[config.mk]
export PLATFORM = sky130hd
export DESIGN_NAME = alu_acc_stage_flat
export DESIGN_NICKNAME = d
export VERILOG_FILES = /design/src/rtl/alu_acc_stage_if.sv /design/src/rtl/alu_acc_stage.sv /design/src/flat_wrapper.sv
export SDC_FILE = /design/constraint.sdc
export NUM_CORES = 1
export LEC_CHECK = 0
export CAP_MARGIN = 20
export CORE_MARGIN = 2
export CORE_UTILIZATION = 38
export DETAILED_ROUTE_END_ITERATION = 8
export PLACE_DENSITY = 0.74
export SYNTH_ARGS = -nofsm -noshare
export SYNTH_HDL_FRONTEND = slang
export SYNTH_SLANG_ARGS = --single-unit
[constraint.sdc]
create_clock -name clk -period 3.31 [get_ports clk]
set_clock_uncertainty 0.05 [all_clocks]
set_input_delay 0.662 -clock clk [delete_from_list [all_inputs] [get_ports clk]]
set_output_delay 0.662 -clock clk [all_outputs]
set_load 0.01 [all_outputs]
[src/rtl/alu_acc_stage_if.sv]
// Command, adder and response signals of the accumulator stage.
// The slave side is the stage itself; the master side is the command source, the adder and the consumer.
interface alu_acc_stage_if;
    logic       in_valid;
    logic       in_ready;
    logic [1:0] op;
    logic [7:0] operand;
    logic [7:0] add_A;
    logic [7:0] add_B;
    logic       add_C;
    logic [7:0] add_result;
    logic       add_Co;
    logic       out_valid;
    logic       out_ready;
    logic [7:0] acc;
    logic [3:0] flags;

    modport slave (
        input  in_valid, op, operand, add_result, add_Co, out_ready,
        output in_ready, add_A, add_B, add_C, out_valid, acc, flags
    );

    modport master (
        output in_valid, op, operand, add_result, add_Co, out_ready,
        input  in_ready, add_A, add_B, add_C, out_valid, acc, flags
    );
endinterface

[src/rtl/alu_acc_stage.sv]
// 8-bit accumulator stage (IDLE->EXEC->RESP) around an external adder; ACC_OVERFLOW_FLAG_EN enables the V flag.
// Result valid two edges after acceptance; one command per 3 cycles; RESP holds until out_ready, inputs ignored meanwhile.
module alu_acc_stage (
    input  logic           clk,
    input  logic           rst,
    alu_acc_stage_if.slave bus
);
    typedef enum logic [1:0] {
        S_IDLE = 2'd0,
        S_EXEC = 2'd1,
        S_RESP = 2'd2
    } state_t;

    localparam logic [1:0] OP_LOAD = 2'b00;
    localparam logic [1:0] OP_ADD  = 2'b01;
    localparam logic [1:0] OP_ADC  = 2'b10;
    localparam logic [1:0] OP_CLR  = 2'b11;

    state_t     r_state;
    state_t     w_next_state;
    logic [1:0] r_op;
    logic [7:0] r_operand;
    logic [7:0] r_acc;
    logic       r_z;
    logic       r_n;
    logic       r_c;
    logic       r_out_valid;
    logic       w_in_ready;
    logic       w_accept;
    logic       w_exec;
    logic       w_resp_done;

    always_ff @(posedge clk) begin
        if (rst) begin
            r_state <= S_IDLE;
        end else begin
            r_state <= w_next_state;
        end
    end

    always_comb begin
        w_next_state = r_state;
        w_in_ready   = 1'b0;
        w_accept     = 1'b0;
        w_exec       = 1'b0;
        w_resp_done  = 1'b0;
        case (r_state)
            S_IDLE: begin
                w_in_ready = 1'b1;
                if (bus.in_valid) begin
                    w_accept     = 1'b1;
                    w_next_state = S_EXEC;
                end
            end
            S_EXEC: begin
                w_exec       = 1'b1;
                w_next_state = S_RESP;
            end
            S_RESP: begin
                if (bus.out_ready) begin
                    w_resp_done  = 1'b1;
                    w_next_state = S_IDLE;
                end
            end
            default: begin
                w_next_state = S_IDLE;
            end
        endcase
    end

    // Command is captured only on acceptance, so input wiggles in EXEC/RESP cannot leak in.
    always_ff @(posedge clk) begin
        if (rst) begin
            r_op      <= OP_LOAD;
            r_operand <= 8'h00;
        end else if (w_accept) begin
            r_op      <= bus.op;
            r_operand <= bus.operand;
        end
    end

    always_ff @(posedge clk) begin
        if (rst) begin
            r_acc <= 8'h00;
            r_z   <= 1'b0;
            r_n   <= 1'b0;
            r_c   <= 1'b0;
        end else if (w_exec) begin
            case (r_op)
                OP_LOAD: begin
                    r_acc <= r_operand;
                    r_z   <= (r_operand == 8'h00);
                    r_n   <= r_operand[7];
                end
                OP_ADD, OP_ADC: begin
                    r_acc <= bus.add_result;
                    r_z   <= (bus.add_result == 8'h00);
                    r_n   <= bus.add_result[7];
                    r_c   <= bus.add_Co;
                end
                default: begin
                    r_acc <= 8'h00;
                    r_z   <= 1'b1;
                    r_n   <= 1'b0;
                    r_c   <= 1'b0;
                end
            endcase
        end
    end

    always_ff @(posedge clk) begin
        if (rst) begin
            r_out_valid <= 1'b0;
        end else if (w_exec) begin
            r_out_valid <= 1'b1;
        end else if (w_resp_done) begin
            r_out_valid <= 1'b0;
        end
    end

`ifdef ACC_OVERFLOW_FLAG_EN
    logic r_v;
    logic w_v_next;

    // Signed overflow: like-signed operands producing a result of the other sign.
    always_comb begin
        w_v_next = (r_acc[7] == r_operand[7]) && (bus.add_result[7] != r_acc[7]);
    end

    always_ff @(posedge clk) begin
        if (rst) begin
            r_v <= 1'b0;
        end else if (w_exec) begin
            if ((r_op == OP_ADD) || (r_op == OP_ADC)) begin
                r_v <= w_v_next;
            end else begin
                r_v <= 1'b0;
            end
        end
    end

    assign bus.flags = {r_z, r_n, r_c, r_v};
`else
    assign bus.flags = {r_z, r_n, r_c, 1'b0};
`endif

    assign bus.in_ready  = w_in_ready;
    assign bus.out_valid = r_out_valid;
    assign bus.acc       = r_acc;
    assign bus.add_A     = r_acc;
    assign bus.add_B     = r_operand;
    // Carry only enters through C, which is what lets ADC chain bytes.
    assign bus.add_C     = (r_op == OP_ADC) && r_c;
endmodule

[src/flat_wrapper.sv]
// flat-port wrapper written by rule: the top's interface ports become plain ports
module alu_acc_stage_flat 
  (clk, rst, bus_in_valid, bus_op, bus_operand, bus_add_result, bus_add_Co, bus_out_ready, bus_in_ready, bus_add_A, bus_add_B, bus_add_C, bus_out_valid, bus_acc, bus_flags);
  alu_acc_stage_if bus_i ();
  input  logic clk;
  input  logic rst;
  input wire logic [$bits(bus_i.in_valid)-1:0] bus_in_valid;
  input wire logic [$bits(bus_i.op)-1:0] bus_op;
  input wire logic [$bits(bus_i.operand)-1:0] bus_operand;
  input wire logic [$bits(bus_i.add_result)-1:0] bus_add_result;
  input wire logic [$bits(bus_i.add_Co)-1:0] bus_add_Co;
  input wire logic [$bits(bus_i.out_ready)-1:0] bus_out_ready;
  output wire logic [$bits(bus_i.in_ready)-1:0] bus_in_ready;
  output wire logic [$bits(bus_i.add_A)-1:0] bus_add_A;
  output wire logic [$bits(bus_i.add_B)-1:0] bus_add_B;
  output wire logic [$bits(bus_i.add_C)-1:0] bus_add_C;
  output wire logic [$bits(bus_i.out_valid)-1:0] bus_out_valid;
  output wire logic [$bits(bus_i.acc)-1:0] bus_acc;
  output wire logic [$bits(bus_i.flags)-1:0] bus_flags;
  assign bus_i.in_valid = bus_in_valid;
  assign bus_i.op = bus_op;
  assign bus_i.operand = bus_operand;
  assign bus_i.add_result = bus_add_result;
  assign bus_i.add_Co = bus_add_Co;
  assign bus_i.out_ready = bus_out_ready;
  assign bus_in_ready = bus_i.in_ready;
  assign bus_add_A = bus_i.add_A;
  assign bus_add_B = bus_i.add_B;
  assign bus_add_C = bus_i.add_C;
  assign bus_out_valid = bus_i.out_valid;
  assign bus_acc = bus_i.acc;
  assign bus_flags = bus_i.flags;
  alu_acc_stage u_core (.clk(clk), .rst(rst), .bus(bus_i));
endmodule
* Yosys cells after proc, flatten, opt, wreduce, memory -nomap -nowiden
Index checks and enable logic that the tools add are counted.
** Storage, ports and cells
- Output and inout port bits :: 31
- Register bits :: 24
- Word-level logic and storage cells :: 39
- Bits of input ports :: 23
** Operators by class
- Reductions and logical operators :: 9
- Eq/ne operators :: 6
- Bitwise logic cells :: 1
- Multiplexer cells :: 15
** Operators with widths (number)
- $logic_not 8->1 :: 2
- $pmux 8 s2 :: 1
- $mux 1 :: 8
- $pmux 1 s2 :: 3
- $pmux 2 s3 :: 1
- $eq 2x1->1 const B :: 2
- $eq 2x2->1 const B :: 2
- $logic_not 2->1 :: 2
- $mux 2 :: 2
- $ne 2x2->1 const B :: 2
- $reduce_and 2->1 :: 2
- $reduce_bool 2->1 :: 1
- $reduce_or 2->1 :: 1
- $logic_and 1x1->1 :: 1
- $not 1->1 :: 1

* Logic depth before layout (Yosys ltp)
Gate-level depths: netlist of run 1.
- Depth after elaboration :: 4
- Mapped depth :: 6
- Depth with buffers taken out :: 5

* Worst setup path after synthesis of run 1
Ideal clock, no wire load.
- Path type :: input port to flip-flop
- Start :: in bus_in_valid
- End :: reg u_core.r_operand[1], in the netlist u_core.bus.add_B[1]
- Slack :: 1859 ps
- Path buffers :: 1
- Arrival :: 1273 ps
- Setup time :: 128 ps
- Stages on the path :: 4
- Required time :: 3132 ps
- Path through :: nor3b_2 -> buf_6 -> mux2i_1 -> nor2_1
** Between the ends
- Cells in the longest elaborated chain, start to end :: 2
** Ends and longest elaborated chain
- start: declaration :: line flat_wrapper.sv:7 : input wire logic [$bits(bus_i.in_valid)-1:0] bus_in_valid;
- $mux 1 :: line alu_acc_stage.sv:50 : if (bus.in_valid) begin
- $mux 1 :: line alu_acc_stage.sv:47 : case (r_state)
- end signal: assignment :: line alu_acc_stage.sv:78 : r_operand <= bus.operand;
- end: declaration :: line alu_acc_stage.sv:22 : logic [7:0] r_operand;
No other way between the ends.
A chain may end at the register's enable or synchronous reset.

* Worst setup path in the final report of run 1
- Start :: reg u_core.r_op[0]
- End :: out bus_add_C
** Between the ends
- Cells in the longest elaborated chain, start to end :: 2
** Ends and longest elaborated chain
- start: declaration :: line alu_acc_stage.sv:21 : logic [1:0] r_op;
- start signal: assignment :: line alu_acc_stage.sv:77 : r_op <= bus.op;
- $eq 2x2->1 :: line alu_acc_stage.sv:153 : assign bus.add_C = (r_op == OP_ADC) && r_c;
- $logic_and 1x1->1 :: line alu_acc_stage.sv:153
- end: declaration :: line flat_wrapper.sv:16 : output wire logic [$bits(bus_i.add_C)-1:0] bus_add_C;
No other way between the ends.

==> results.yml, run 1 <==
place:
  post-dp-hpwl_um: 2050
  routabilityCongestion: 0.735
  io_buffers: 52
clock_network:
  cts_root_buf: "clkbuf_4"
  cts_buffers: 3
  ctsHoldBuffers: 0
  cts_buffer_depth: 2
  cts_resized: 0
  htreeDepth: 1
  cts_tree: "yes"
  postCtsSetupBuffers: 0
  cts.sinks: 23
  clk_latency_ns: 0.31
  clkTransAtPathRegs_ns: 0.13
grt:
  grt_pass1_wl_um: 4260
  overflow: 0
  grt_pass1_vias: 941
  grt_max_degree: 24
  grt_usage: 0.164
  antenna_found_initial: 0
route:
  drt_pass1_iterations: 2
  wl_um: 2550
  drtAntennaViolNets: 0
  drt-initial-drc-count: 14
  vias_per_cell: 5.01
  routedWlPerCell_um: 13.6
  route.detailed.drc: 0
  vias: 937
setup_path:
  crit_path_max_incr_delay_ns: 0.47
  crit_required_ns: 2.60
  crit_chain: "inv_1, ha_1, and2_1, clkdlybuf4s50_1"
  path_class: "flop to output pin"
  crit_path_top_delay_cell: "clkdlybuf4s50_1"
  path_max_fanout: 3
  r2r_cells: 5
  cp-start-kind: "flop"
  rr_startpoint: "u_core.r_op[1]"
  end_kind: "output pin"
  reg2reg_to: "u_core.r_z"
  cp_data_arrival_time_ns: 1.56
  reg2reg_slack_ns: 1.64
worst_hold_path:
  hold_start: "u_core.bus.out_valid"
  holdCritPathClass: "flop to flop"
  min_to: "u_core.bus.out_valid"
  hold_path_depth: 2
die:
  rows: 19
  coreArea_um2: 2760
  io_pins: 54
  die_w_um: 57.8
  initial_core_util: 0.399
  die_y_um: 57.8
  die-area_um2: 3340
power:
  p_leak_uw: 0.000594
  p_per_area_nw_per_um2: 371
  ir_worst_vdd_mv: 0.223
  p_total_uw: 580
logic_synthesis:
  yosys_warnings: 0
  syn-cell-area_um2: 1100
  synth_cell_types: 29
  ys_seq_area_frac: 0.418
  synth_flop_cell: "dfxtp_1"
  avgSynthCellArea_um2: 9.33
  synth_seq_cells: 23
  synth_cells: 118
  synth-edff-count: 0
  async_reset_ff_frac: 0
  syn-num-nets: 144
flow_run:
  drv_cap: 0
sta:
  worst_pin_slew_ns: 0.817
  hold_viol_final: 0
  drv_slew: 0
  min_period_over_period: 0.685
  period_needed_ns: 2.27
  setup_viol: 0
  setup_tns_ns: 0
  rsz0062_at_grt: "no"
  slew_headroom: 0.454
  max_freq_mhz: 441
cells_and_area:
  nets: 183
  fill_cells: 260
  fin_util: 0.568
  layout-drive-gt1-share: 0.0449
  regArea_um2: 460
  antenna_cells: 0
  syn2layout_area_growth_pct: 42.2
  multiInputGateArea_um2: 499
run_status:
  status: "completed"
## how the worst max path moves through the flow
| stage | from | to | slack [ns] | cells after the start |
|---|---|---|---|---|
| 6_report | u_core.r_op[0] | bus_add_C | 1.04 | 4 |
| 2_1_floorplan | bus_in_valid | u_core.bus.add_B[1] | 1.86 | 4 |
| 3_5_place_dp | rst | u_core.r_z | 1.26 | 2 |
| 5_1_grt | u_core.r_op[0] | bus_add_C | 0.96 | 4 |
| 3_3_place_gp | rst | u_core.r_z | 1.32 | 2 |
| 4_1_cts | u_core.r_op[0] | bus_add_C | 1.02 | 4 |
## final cells by class
type / instances / share of cell area
Timing Repair Buffer: 53 / 0.337
Multi-Input combinational cell: 73 / 0.319
Sequential cell: 23 / 0.294
Tap cell: 31 / 0.0248
Clock buffer: 3 / 0.0144
Inverter: 3 / 0.00719
Clock inverter: 1 / 0.00320
## critical path, delay by kind of cell, from the launching register on
kind | cells | cell delay [ns]
DFF | 1 | 0.38
buffers and inverters | 2 | 0.54
and+or+nand+nor | 1 | 0.15
adders and majority gates | 1 | 0.18
## where the power goes
| part | switching [µW] | internal, µW |
|---|---|---|
| sequential | 16.1 | 292 |
| combinational | 59.5 | 84.5 |
| clock | 83.1 | 45.2 |
| total | 159 | 422 |
## state kept, by name (all words and copies together) (netlist names)
name and flops:
u_core.bus.acc 8, u_core.bus.add_B 8, u_core.bus.out_valid 1, u_core.r_c 1, u_core.r_op 2, u_core.r_state 2
u_core.r_z 1
## metrics by stage
| step | instance area (µm²) | setup WS [ns] | std cells | hold WS, ns |
|---|---|---|---|---|
| after floorplan | 1100 | 1.86 | 118 | 0.413 |
| after global placement | 1540 | 1.32 | 183 | 0.435 |
| after detailed placement | 1540 | 1.26 | 183 | 0.453 |
| after CTS | 1570 | 1.02 | 187 | 0.471 |
| after global routing | 1570 | 0.964 | 187 | 0.494 |
| final | 1570 | 1.04 | 187 | 0.467 |
## cell families (layout without fill, tap and decap cells)
kind of cell    Yosys count  count (layout)  synth area share
fa+ha+maj                 3               3            0.0341
other cells               1               1           0.00341
flops                    23              23             0.418
mux                      10              10            0.0909
buf+inv                  22              60             0.128
simple gates             37              37             0.174
compound gates           22              22             0.151
## layer usage
metal  vias up  GRT usage  part of all wire
met4         0     0.0598             0.015
met2        39      0.278              0.47
met5         -          0                 0
met3         5     0.0290             0.069
li1        473          -                 -
met1       420      0.209              0.44
## cells in the final DEF, fill, tap and decap left out, drive strengths merged
| cell type | synthesis | routed |
|---|---|---|
| nand3 | 1 | 1 |
| a22o | 8 | 8 |
| o21ai | 2 | 2 |
| mux2i | 10 | 10 |
| nor3 | 1 | 1 |
| nand2b | 1 | 1 |
| nand4b | 1 | 1 |
| a311oi | 1 | 1 |
| nand2 | 2 | 2 |
| clkinv | 0 | 1 |
| inv | 3 | 3 |
| clkdlybuf4s50 | 0 | 52 |
| nor2 | 22 | 22 |
| and2 | 1 | 1 |
| clkbuf | 3 | 3 |
| a21oi | 2 | 2 |
| dfxtp | 23 | 23 |
| or3 | 1 | 1 |
| a211oi | 1 | 1 |
| nor2b | 2 | 2 |
| nor3b | 3 | 3 |
| ha | 3 | 3 |
| a22oi | 8 | 8 |
| conb | 1 | 1 |
| buf | 16 | 1 |
| nor4 | 2 | 2 |
## synthesized netlist by cell type (2+ instances only)
cell	number	share of area
dfxtp_1	23	0.42
clkbuf_1	3	0.010
buf_2	2	0.0091
a21oi_1	2	0.0091
nor2_1	22	0.075
mux2i_1	10	0.091
nor2b_1	2	0.011
a22o_1	8	0.064
inv_1	3	0.010
nor4_1	2	0.011
nand2_1	2	0.0068
ha_1	3	0.034
buf_4	13	0.089
a22oi_1	8	0.055
(Power assumes the default switching activity.)
==> inputs of run 2 (changes only) <==
==> constraint.sdc (replaced) <==
create_clock -name clk -period 2.3 [get_ports clk]
set_clock_uncertainty 0.05 [all_clocks]
set_input_delay 0.46 -clock clk [delete_from_list [all_inputs] [get_ports clk]]
set_output_delay 0.46 -clock clk [all_outputs]
set_load 0.01 [all_outputs]
==> results.yml, run 2 (synthesis results as in run 1) <==
run_status:
  status: "completed"
cells_and_area:
  layout-drive-gt1-share: 0.0510
  antenna_cells: 0
  final_cell_mix: "clkdlybuf4s50_1, dfxtp_1, nor2_1"
  fill_cells: 254
  layout_commonest_cell: "clkdlybuf4s50_1"
  nets: 184
  syn2layout_area_growth_pct: 42.8
clock_network:
  cts_buffers: 3
  cts.sinks: 23
  htreeDepth: 1
  ctsHoldBuffers: 0
  cts_tree: "yes"
  clk_latency_ns: 0.31
  clkTransAtPathRegs_ns: 0.12
  cts_root_buf: "clkbuf_4"
  cts_resized: 0
  cts_buffer_depth: 2
  postCtsSetupBuffers: 0
setup_path:
  reg2reg_to: "u_core.r_z"
  endpoint: "bus_add_C"
  crit_required_ns: 1.79
  end_kind: "output pin"
  path_max_fanout: 3
  rr_startpoint: "u_core.r_op[1]"
  cp-start-kind: "flop"
  path_class: "flop to output pin"
  reg2reg_slack_ns: 0.64
  r2r_cells: 5
  cp_data_arrival_time_ns: 1.57
  startpoint: "u_core.r_op[0]"
die:
  die-area_um2: 3340
  rows: 19
  initial_core_util: 0.399
  die_w_um: 57.8
  coreArea_um2: 2760
  die_y_um: 57.8
  io_pins: 54
place:
  io_buffers: 52
  pre_cts_slack_ns: 0.517
  post-dp-hpwl_um: 2100
  routabilityCongestion: 0.759
sta:
  rsz0062_at_grt: "no"
  min_period_over_period: 0.903
  setup_tns_ns: 0
  worst_slack_ns: 0.222
  drv_slew: 0
  max_freq_mhz: 481
  period_needed_ns: 2.08
  setup_viol: 0
  hold_viol_final: 0
grt:
  grt_max_degree: 16
  grt_pass1_wl_um: 4200
  grt_pass1_vias: 964
  antenna_found_initial: 0
  grt_usage: 0.163
  overflow: 0
route:
  drt-initial-drc-count: 29
  drtAntennaViolNets: 0
  route.detailed.drc: 0
  wl_um: 2610
  vias: 984
  routedWlPerCell_um: 13.9
  vias_per_cell: 5.23
  drt_pass1_iterations: 4
power:
  p_per_area_nw_per_um2: 532
  p_leak_uw: 0.000599
  ir_worst_vdd_mv: 0.333
flow_run:
  drv_cap: 0
worst_hold_path:
  holdCritPathClass: "flop to flop"
-- run 2: cell types whose count changed in the layout (fill, tap and decap cells not counted), sizes merged --
cell | before | now
buf | 1 | 2
-- run 2: metal layers --
| metal | vias to the layer above | global-route usage | wire length (µm) |
|---|---|---|---|
| li1 | 477 | - | - |
| met1 | 461 | 0.198 | 1100 |
| met2 | 41 | 0.282 | 1280 |
| met3 | 5 | 0.0335 | 197 |
| met4 | 0 | 0.0598 | 34 |
| met5 | - | 0 | 0 |
-- run 2: worst min-delay path by stage --
stage	startpoint	endpoint	slack, ns	depth (start not counted)
after CTS	u_core.r_c	u_core.r_c	0.47	2
after global placement	u_core.r_c	u_core.r_c	0.43	2
after detailed placement	u_core.r_c	u_core.r_c	0.45	2
after global routing	u_core.r_c	u_core.r_c	0.52	2
after floorplan	u_core.r_c	u_core.r_c	0.41	2
final	u_core.r_c	u_core.r_c	0.47	2
-- run 2: per-stage QoR --
step	instance area (µm²)	hold WS [ns]	instances	power [µW]	utilization
4_1_cts	1570	0.467	188	840	0.570
5_1_grt	1570	0.521	188	876	0.570
2_1_floorplan	1100	0.413	118	564	-
3_3_place_gp	1550	0.432	184	655	0.560
6_report	1570	0.466	188	836	0.570
3_5_place_dp	1550	0.446	184	663	0.560
-- run 2: layout make-up --
cell class | count | area [µm²] | share of cell area
Clock inverter | 1 | 5.00 | 0.00318
Multi-Input combinational cell | 73 | 499 | 0.317
Timing Repair Buffer | 54 | 536 | 0.340
Sequential cell | 23 | 460 | 0.293
Clock buffer | 3 | 22.5 | 0.0143
Tap cell | 31 | 38.8 | 0.0247
Inverter | 3 | 11.3 | 0.00716
-- run 2: where the power goes --
| group | switching (µW) | internal (µW) | leakage [µW] |
|---|---|---|---|
| sequential | 22.9 | 420 | 0.000188 |
| clock | 117 | 65.0 | 0.0000177 |
| combinational | 87.8 | 123 | 0.000393 |
-- run 2: critical path, stage by stage (launching register included) --
cell and delay, ns:
dfxtp_1 0.38, inv_1 0.07, ha_1 0.19, and2_1 0.15
clkdlybuf4s50_1 0.47
==> inputs of run 3 (changes only) <==
--- a/config.mk
+++ b/config.mk
@@ -5,11 +5,12 @@
 export SDC_FILE = /design/constraint.sdc
 export NUM_CORES = 1
 export LEC_CHECK = 0
+export ABC_CLOCK_PERIOD_IN_PS = 2300
 export CAP_MARGIN = 20
 export CORE_MARGIN = 2
 export CORE_UTILIZATION = 38
 export DETAILED_ROUTE_END_ITERATION = 8
-export PLACE_DENSITY = 0.74
+export PLACE_DENSITY = 0.75
 export SYNTH_ARGS = -nofsm -noshare
 export SYNTH_HDL_FRONTEND = slang
 export SYNTH_SLANG_ARGS = --single-unit
==> results.yml, run 3 (synthesis results as in run 1) <==
run_status:
  status: "completed"
sta:
  drv_slew: 0
  min_period_over_period: 0.893
  rsz0062_at_grt: "no"
  setup_viol: 0
  max_freq_mhz: 487
  hold_viol_final: 0
  setup_tns_ns: 0
  period_needed_ns: 2.05
setup_path:
  crit_required_ns: 1.79
  rr_startpoint: "u_core.r_op[1]"
  endpoint: "bus_add_C"
  path_max_fanout: 3
  cp_data_arrival_time_ns: 1.54
  reg2reg_to: "u_core.r_z"
  cp-start-kind: "flop"
  startpoint: "u_core.r_op[0]"
  path_class: "flop to output pin"
  r2r_cells: 5
  reg2reg_slack_ns: 0.69
  end_kind: "output pin"
place:
  post-dp-hpwl_um: 2080
  routabilityCongestion: 0.751
  io_buffers: 52
  place_inst: 184
  place_area_um2: 1550
die:
  initial_core_util: 0.399
  coreArea_um2: 2760
  die-area_um2: 3340
  io_pins: 54
  die_w_um: 57.8
  rows: 19
  die_y_um: 57.8
power:
  p_per_area_nw_per_um2: 532
  p_leak_uw: 0.000599
  p_total_uw: 836
  ir_worst_vdd_mv: 0.411
worst_hold_path:
  hold_start: "u_core.bus.out_valid"
  holdCritPathClass: "flop to flop"
  hold_path_depth: 2
route:
  drt_pass1_iterations: 4
  vias: 959
  wl_um: 2560
  route.detailed.drc: 0
  drtAntennaViolNets: 0
  routedWlPerCell_um: 13.6
  vias_per_cell: 5.10
  drt-initial-drc-count: 5
grt:
  grt_max_degree: 15
  antenna_found_initial: 0
  grt_pass1_wl_um: 4080
  grt_pass1_vias: 917
  grt_usage: 0.157
  overflow: 0
cells_and_area:
  layout_commonest_cell: "clkdlybuf4s50_1"
  syn2layout_area_growth_pct: 42.8
  antenna_cells: 0
  final_area_um2: 1570
  fill_cells: 257
  nets: 184
  layout-drive-gt1-share: 0.0510
  final_cell_mix: "clkdlybuf4s50_1, dfxtp_1, nor2_1"
  layoutNonFillerInstCount: 188
clock_network:
  cts_resized: 0
  cts.sinks: 23
  clkTransAtPathRegs_ns: 0.12
  cts_buffer_depth: 2
  clk_latency_ns: 0.31
  cts_root_buf: "clkbuf_4"
  cts_tree: "yes"
  htreeDepth: 1
  cts_buffers: 3
  ctsHoldBuffers: 0
  postCtsSetupBuffers: 0
flow_run:
  drv_cap: 0
==> run 3: layout make-up <==
type	count	area, µm²	area share
inverter	3	11.3	0.00716
multi-input combinational	73	499	0.317
timing repair buffer	54	536	0.340
sequential	23	460	0.293
clock buffer	3	22.5	0.0143
clock inverter	1	5.00	0.00318
tap	31	38.8	0.0247
==> run 3: worst min path at each step <==
stage	end	slack, ns
5_1_grt	u_core.r_c	0.52
4_1_cts	u_core.bus.out_valid	0.48
2_1_floorplan	u_core.r_c	0.41
3_5_place_dp	u_core.bus.out_valid	0.45
6_report	u_core.bus.out_valid	0.48
3_3_place_gp	u_core.bus.out_valid	0.43
==> run 3: metrics by stage <==
stage / setup slack [ns] / util / hold slack (ns)
global route: 0.157 / 0.570 / 0.524
finish: 0.247 / 0.570 / 0.478
CTS: 0.221 / 0.570 / 0.475
floorplan: 0.863 / - / 0.413
detailed placement: 0.568 / 0.560 / 0.450
global placement: 0.577 / 0.560 / 0.433
==> run 3: layer usage <==
layer	GRT usage	vias to the layer above	part of all wire
met5	0	-	0
met4	0.0498	0	0.011
met3	0.0424	4	0.082
met2	0.276	39	0.48
met1	0.185	442	0.43
li1	-	474	-
==> run 3: critical path, cell delays in order (launching register included) <==
cell and delay [ns]:
dfxtp_1 0.37, inv_1 0.07, ha_1 0.18, and2_1 0.15
clkdlybuf4s50_1 0.47
==> run 3: power by group <==
group | switching, µW | total (µW) | internal, µW
combinational | 85.0 | 207 | 123
clock | 120 | 185 | 65.0
sequential | 23.1 | 443 | 420
